==> config.mk <==
export PLATFORM = sky130hd
export DESIGN_NAME = axi_sd_burst_filler
export DESIGN_NICKNAME = d
export VERILOG_FILES = /design/src/rtl/axi_sd_filler_pkg.sv /design/src/rtl/axi_sd_fifo.sv /design/src/rtl/axi_sd_burst_filler.sv
export SDC_FILE = /design/constraint.sdc
export NUM_CORES = 2
export LEC_CHECK = 0
export CAP_MARGIN = 25
export CORE_ASPECT_RATIO = 0.6
export CORE_MARGIN = 3
export CORE_UTILIZATION = 35
export CTS_CLUSTER_SIZE = 30
export DETAILED_ROUTE_END_ITERATION = 16
export SLEW_MARGIN = 30
export SYNTH_ARGS = -nofsm -noshare
export SYNTH_HDL_FRONTEND = slang
export SYNTH_SLANG_ARGS = --single-unit
==> constraint.sdc <==
create_clock -name clock -period 6 [get_ports clock]
set_input_delay 0.6 -clock clock [delete_from_list [all_inputs] [get_ports clock]]
set_output_delay 0.6 -clock clock [all_outputs]
set_load 0.02 [all_outputs]
==> src/rtl/axi_sd_filler_pkg.sv <==
// Shared types and helpers for the SD data-path burst DMA.
package axi_sd_filler_pkg;

  typedef enum logic [1:0] {
    IDLE   = 2'd0,
    ARM    = 2'd1,
    BURST  = 2'd2,
    FINISH = 2'd3
  } state_t;

  // Smallest of three unsigned quantities; used to size each burst.
  function automatic int unsigned min3(input int unsigned a,
                                       input int unsigned b,
                                       input int unsigned c);
    int unsigned m;
    m = a;
    if (b < m) m = b;
    if (c < m) m = c;
    return m;
  endfunction

endpackage

==> src/rtl/axi_sd_fifo.sv <==
// Show-ahead synchronous FIFO with occupancy count and a synchronous clear.
// Writes while full and reads while empty are dropped.
module axi_sd_fifo #(
  parameter int W = 32,
  parameter int A = 6
) (
  input  logic         clock,
  input  logic         reset,
  input  logic         clr_i,
  input  logic         push_i,
  input  logic [W-1:0] dat_i,
  input  logic         pop_i,
  output logic [W-1:0] dat_o,
  output logic [A:0]   count_o,
  output logic         full_o,
  output logic         empty_o
);

  logic [W-1:0] mem_q [2**A];
  logic [A-1:0] wptr_q, rptr_q;
  logic [A:0]   cnt_q;
  logic         do_push, do_pop;

  assign full_o  = (cnt_q == (A+1)'(2**A));
  assign empty_o = (cnt_q == '0);
  assign do_push = push_i & ~full_o;
  assign do_pop  = pop_i & ~empty_o;
  assign dat_o   = mem_q[rptr_q];
  assign count_o = cnt_q;

  // Storage array, written on accepted pushes only.
  always_ff @(posedge clock) begin
    if (do_push) mem_q[wptr_q] <= dat_i;
  end

  // Pointers and occupancy; a same-cycle push and pop leave the count unchanged.
  always_ff @(posedge clock or posedge reset) begin
    if (reset) begin
      wptr_q <= '0;
      rptr_q <= '0;
      cnt_q  <= '0;
    end else if (clr_i) begin
      wptr_q <= '0;
      rptr_q <= '0;
      cnt_q  <= '0;
    end else begin
      if (do_push) wptr_q <= wptr_q + A'(1);
      if (do_pop)  rptr_q <= rptr_q + A'(1);
      case ({do_push, do_pop})
        2'b10:   cnt_q <= cnt_q + (A+1)'(1);
        2'b01:   cnt_q <= cnt_q - (A+1)'(1);
        default: cnt_q <= cnt_q;
      endcase
    end
  end

endmodule

==> src/rtl/axi_sd_burst_filler.sv <==
// SD data-path DMA: moves an exact word count between the serial engine FIFOs
// and a burst bus master port, never crossing a BOUNDARY_BYTES boundary.
//
//   state  | meaning
//   IDLE   | waiting for en_rx_i / en_tx_i; latches address, length, direction
//   ARM    | sizes the next burst, waits for FIFO room/data, or finishes/aborts
//   BURST  | bus_stb_o high, one word per ack, ends on bus_last_i
//   FINISH | one-cycle done_o pulse, back to IDLE
module axi_sd_burst_filler
  import axi_sd_filler_pkg::*;
#(
  parameter int FIFO_ADDR_BITS = 6,
  parameter int ADDR_W         = 32,
  parameter int MAX_BURST      = 16,
  parameter int BOUNDARY_BYTES = 4096,
  parameter int LEN_W          = 16
) (
  input  logic                    clock,
  input  logic                    reset,
  input  logic                    clock_posedge,
  output logic [ADDR_W-3:0]       bus_adr_o,
  output logic [7:0]              bus_len_o,
  output logic [31:0]             bus_dat_o,
  input  logic [31:0]             bus_dat_i,
  output logic                    bus_we_o,
  output logic                    bus_stb_o,
  input  logic                    bus_ack_i,
  input  logic                    bus_last_i,
  input  logic                    en_rx_i,
  input  logic                    en_tx_i,
  input  logic [ADDR_W-3:0]       adr_i,
  input  logic [LEN_W-1:0]        len_i,
  input  logic [31:0]             dat_i,
  input  logic                    wr_i,
  output logic [31:0]             dat_o,
  input  logic                    rd_i,
  output logic [FIFO_ADDR_BITS:0] tx_free,
  output logic [FIFO_ADDR_BITS:0] rx_data,
  output logic                    rx_full_o,
  output logic                    rx_empty_o,
  output logic                    tx_empty_o,
  output logic                    tx_ready_o,
  output logic                    done_o,
  output logic                    err_o
);

  localparam int DEPTH     = 2**FIFO_ADDR_BITS;
  localparam int HALF      = DEPTH / 2;
  localparam int BND_WORDS = BOUNDARY_BYTES / 4;
  localparam int BND_BITS  = $clog2(BND_WORDS);

  state_t            state_q;
  logic [ADDR_W-3:0] adr_q;
  logic [LEN_W-1:0]  words_left_q;
  logic              dir_rx_q;
  logic [7:0]        beats_q;
  logic [7:0]        beat_cnt_q;
  logic              done_q, err_q, tx_all_q, tx_clr_q;

  logic [FIFO_ADDR_BITS:0] rx_cnt, tx_cnt;
  logic        tx_full;
  logic [31:0] to_bnd_d, beats_d;
  logic [7:0]  beat_nxt;
  logic        en_hold, level_ok;
  logic        rx_pop, tx_push;

  assign to_bnd_d = 32'(BND_WORDS) - 32'(adr_q[BND_BITS-1:0]);
  assign beats_d  = min3(32'(MAX_BURST), 32'(words_left_q), to_bnd_d);
  assign beat_nxt = beat_cnt_q + 8'd1;
  assign en_hold  = dir_rx_q ? en_rx_i : en_tx_i;
  assign level_ok = dir_rx_q ? (32'(rx_cnt) >= beats_d) : (32'(tx_free) >= beats_d);

  assign rx_pop  = (state_q == BURST) & bus_ack_i &  dir_rx_q & ~rx_empty_o;
  assign tx_push = (state_q == BURST) & bus_ack_i & ~dir_rx_q & ~tx_full;

  assign bus_adr_o  = adr_q;
  assign done_o     = done_q;
  assign err_o      = err_q;
  assign rx_data    = rx_cnt;
  assign tx_free    = (FIFO_ADDR_BITS+1)'(DEPTH) - tx_cnt;
  assign tx_ready_o = (tx_cnt >= (FIFO_ADDR_BITS+1)'(HALF)) | tx_all_q;

  axi_sd_fifo #(.W(32), .A(FIFO_ADDR_BITS)) u_rx_fifo (
    .clock   (clock),
    .reset   (reset),
    .clr_i   (1'b0),
    .push_i  (wr_i & clock_posedge),
    .dat_i   (dat_i),
    .pop_i   (rx_pop),
    .dat_o   (bus_dat_o),
    .count_o (rx_cnt),
    .full_o  (rx_full_o),
    .empty_o (rx_empty_o)
  );

  axi_sd_fifo #(.W(32), .A(FIFO_ADDR_BITS)) u_tx_fifo (
    .clock   (clock),
    .reset   (reset),
    .clr_i   (tx_clr_q),
    .push_i  (tx_push),
    .dat_i   (bus_dat_i),
    .pop_i   (rd_i & clock_posedge),
    .dat_o   (dat_o),
    .count_o (tx_cnt),
    .full_o  (tx_full),
    .empty_o (tx_empty_o)
  );

  // Transfer sequencer with address, length and beat counters.
  always_ff @(posedge clock or posedge reset) begin
    if (reset) begin
      state_q      <= IDLE;
      adr_q        <= '0;
      words_left_q <= '0;
      dir_rx_q     <= 1'b0;
      beats_q      <= '0;
      beat_cnt_q   <= '0;
      bus_stb_o    <= 1'b0;
      bus_we_o     <= 1'b0;
      bus_len_o    <= '0;
      done_q       <= 1'b0;
      err_q        <= 1'b0;
      tx_all_q     <= 1'b0;
      tx_clr_q     <= 1'b0;
    end else begin
      done_q   <= 1'b0;
      tx_clr_q <= 1'b0;
      case (state_q)
        IDLE: begin
          if (en_rx_i | en_tx_i) begin
            adr_q        <= adr_i;
            words_left_q <= len_i;
            dir_rx_q     <= en_rx_i;
            err_q        <= 1'b0;
            tx_all_q     <= 1'b0;
            state_q      <= ARM;
          end
        end
        ARM: begin
          if (words_left_q == '0) begin
            done_q   <= 1'b1;
            tx_all_q <= ~dir_rx_q;
            state_q  <= FINISH;
          end else if (!en_hold) begin
            // Aborted TX data would be stale for the next transfer.
            tx_clr_q <= ~dir_rx_q;
            state_q  <= IDLE;
          end else if (level_ok) begin
            bus_stb_o  <= 1'b1;
            bus_we_o   <= dir_rx_q;
            bus_len_o  <= 8'(beats_d - 32'd1);
            beats_q    <= 8'(beats_d);
            beat_cnt_q <= '0;
            state_q    <= BURST;
          end
        end
        BURST: begin
          if (bus_ack_i) begin
            adr_q      <= adr_q + (ADDR_W-2)'(1);
            beat_cnt_q <= beat_nxt;
            if (words_left_q != '0) words_left_q <= words_left_q - LEN_W'(1);
            if (bus_last_i) begin
              bus_stb_o <= 1'b0;
              if (beat_nxt != beats_q) err_q <= 1'b1;
              state_q <= ARM;
            end else if (beat_nxt == beats_q) begin
              err_q <= 1'b1;
            end
          end
        end
        FINISH: state_q <= IDLE;
        default: state_q <= IDLE;
      endcase
    end
  end

endmodule
==> summary.md <==
| Metric | Value |
|---|---|
| Status | finished, final reports clean |
| Die Y-Extent | roughly 540 um |
| Worst-path clk slew | 0.07 ns |
| TritonCTS clock tree | yes |
| Worst Hold Class | in -> reg |
| I/O pin cnt | around 240 |
| Main flop type after synthesis | edfxtp_1 |
| Max Cap Violations | 0 |
| CP Max Fanout | 21 |
| Nature of the critical path endpoint | flip-flop |
| Max clock buf depth | 4 |
| Vias in the first global route | ~81000 |
| Synth top cells by count | edfxtp_1, mux4_2, mux2i_1 |
| Pre-CTS setup slack | 0.413 ns |
| Average wire per standard cell | approximately 31 um |
| RSZ-0062 raised after global routing | false |
| Fin crit share | 0.946 |
| Core Region | ~460000 sq um |
| Footprint of the multi-input gates | between 30000 and 40000 sq um |
| Crit path DAT | 6.47 ns |
| Placed Cells | 13943 |
| GPL Wtd Cong | about 0.85 |
| IR drop worst, VDD | about 0.32 mV |
| Post-CTS Setup Inserts | 0 |
| Crit-path cells | nor4_4 -> nand4_4 -> clkinv_2 -> nand2_1 -> ha_1 -> a21o_1 -> a2111o_1 -> o211ai_2 -> nand2_2 -> a31oi_2 -> inv_1 -> ha_1 -> nand2b_1 -> nor2_1 -> a41oi_1 -> o211ai_1 -> o211ai_1 -> and4_4 -> mux2_2 |
| Busiest layer in global routing | met1 |
| Fmax | 176 MHz |
| Met2 Track Usage GR | 0.247 |
| Largest net degree at the start of global routing | 143 |
| Flops & latches, synth | 4213 |
| Fin util | 0.408 |
| Final net count | 8354 |
| Mapped Cells | roughly 7600 |
| Syn avg cell area | 21.5 sq um |
| Crit path kind | reg -> reg |
| H-tree depth | 5 |
| Netlist cell types | slightly above 80 |
| Setup crit start kind | flip-flop |
| Share of cells above drive strength 1 | 0.252 |
| Die width | roughly 890 um |
| Design area | 189000 sq um |
| Crit-path max cell delay | approximately 0.53 ns |
| First-pass GRT wire length | 628 mm |
| Number of flops mapped to enable cells by yosys | between 4000 and 5000 |
| CTS Hold Bufs | 0 |
| DP Wirelength | 272 mm |
| Final-layout fill cell count | 39881 |
| Final WS setup | between 0.3 and 0.4 ns |
| Final setup fails | 0 |
| Sequential Area | 126000 sq um |
| CP delay by family, top | compound AO/OA/AOI/OAI gates |
| Area leader, netlist | edfxtp_1 |
| Port Buffers | ~240 |
| DRT iter0 DRCs | approximately 11000 |
| DR DRC count | 0 |
| Synth top area share | 0.751 |
| Buf+Inv Stages, Crit Path | 2 |
| Skew final | roughly 0.12 ns |
| Placement row count | a little under 200 |
| Post-CTS sizing | 0 |
| Syn-to-layout area delta | 15.3% |
| Warnings from Yosys | 0 |
| Fin. Hold Viols | 0 |
| Num CTS Buffers | between 300 and 400 |
| Final std cells w/o fill | between 10000 and 15000 |
| Overall power | 79.8 mW |
| DR pass1 iterations | 6 |
| Die area | ~480000 sq um |
| Placed instance area | 177000 sq um |
| Post-synthesis sequential area ratio | 0.769 |
| Crit path required time | approximately 6.8 ns |
| GRT Total Usage | 0.184 |
| Fin. max-slew vios | 0 |
| Slew margin rel. | 0.293 |
| Main area contributors after synthesis | edfxtp_1, mux4_2, mux2i_1, dfrtp_1, o221ai_1 |
| CTS root buf | clkbuf_16 |
| Clock Latency Late Sink | 1.00 ns |
| Final ANT Viol Nets | 0 |
| Starting density of the core | 0.353 |
| Count leader, synth | edfxtp_1 |
| Min Hold Slack | around 0.15 ns |
| Slew @ Worst Pin | approximately 1.1 ns |
| Via Count | between 80000 and 90000 |
| Post-Route WL | ~450 mm |
| Mapped cell area | approximately 160000 sq um |
| Leakage | just under 60 nW |
| Routed vias/inst | ~5.7 |
| Post-synthesis async set-or-reset flop share | 0.0278 |
| Met3 Use GR | 0.0441 |
| Setup Total Neg Slack | 0 ns |
| Initial antenna violation count | 53 |
| Pwr dens | between 400 and 500 nW/um^2 |
| Final min period | approximately 5.7 ns |
| GRT overflow | 0 |
| Met1 Usage GRT | 0.297 |
| Crit path max-delay cell type | and4_4 |
| CTS Sinks | between 4000 and 5000 |
-- report_power, final --
| group | switching [mW] | internal, mW |
|---|---|---|
| registers | 0.715 | 32.8 |
| clock network | 10.8 | 13.3 |
| logic | 13.3 | 8.86 |
| total | 24.8 | 55.0 |
-- logic make-up after synthesis --
family	synth area share
AOI/OAI and AO/OA	0.0308
adders and majority gates	0.00338
other	0.0000229
DFF	0.769
xor gates and xnor gates	0.00353
muxes	0.165
and+or+nand+nor	0.0170
buffers and inverters	0.0110
-- cell type report --
type / instances / area share
sequential: 4213 / 0.667
multi-input combinational: 2943 / 0.196
clock buffer: 478 / 0.0546
tap: 6142 / 0.0407
timing repair buffer: 606 / 0.0305
clock inverter: 227 / 0.00969
inverter: 40 / 0.000868
antenna: 29 / 0.000384
-- layout by cell type, fill, tap and decap left out, drive strengths merged, types with 43 or more instances in the layout --
master / instances
nand3: 43
clkinv: 170
o21ai: 68
a21oi: 197
clkbuf: 478
nand2: 234
o22ai: 134
nor2: 204
inv: 50
buf: 428
mux4: 973
dfrtp: 117
o221ai: 247
clkdlybuf4s50: 178
mux2i: 499
edfxtp: 4096
-- worst paths after layout --
| path | startpoint | end | slack [ns] | cells after the start |
|---|---|---|---|---|
| max | words_left_q[4] | beats_q[0] | 0.33 | 19 |
| min | dat_i[30] | u_rx_fifo.mem_q[4][30] | 0.15 | 1 |
| max reg2reg | words_left_q[4] | beats_q[0] | 0.33 | 19 |
| min reg2reg | words_left_q[15] | words_left_q[15] | 0.51 | 2 |
| max in group asynchronous | reset | words_left_q[15] | 4.31 | 3 |
| min in group asynchronous | reset | u_rx_fifo.rptr_q[3] | 0.19 | 2 |
-- registers in the layout (all words and copies together), names as in the netlist, 2 cells and up --
name / count
u_rx_fifo.mem_q: 2048
u_tx_fifo.mem_q: 2048
bus_adr_o: 30
words_left_q: 16
beat_cnt_q: 8
beats_q: 8
bus_len_o: 8
u_rx_fifo.count_o: 7
u_tx_fifo.count_o: 7
u_rx_fifo.rptr_q: 6
u_rx_fifo.wptr_q: 6
u_tx_fifo.rptr_q: 6
u_tx_fifo.wptr_q: 6
state_q: 2
-- per-layer routing --
layer  wire length, um  up-vias
met5               372        -
met4             10400       14
met3             50000      597
met2            185000     4418
met1            204000    44735
li1                  -    33415
No activity file was read; power rests on OpenSTA's default activity.
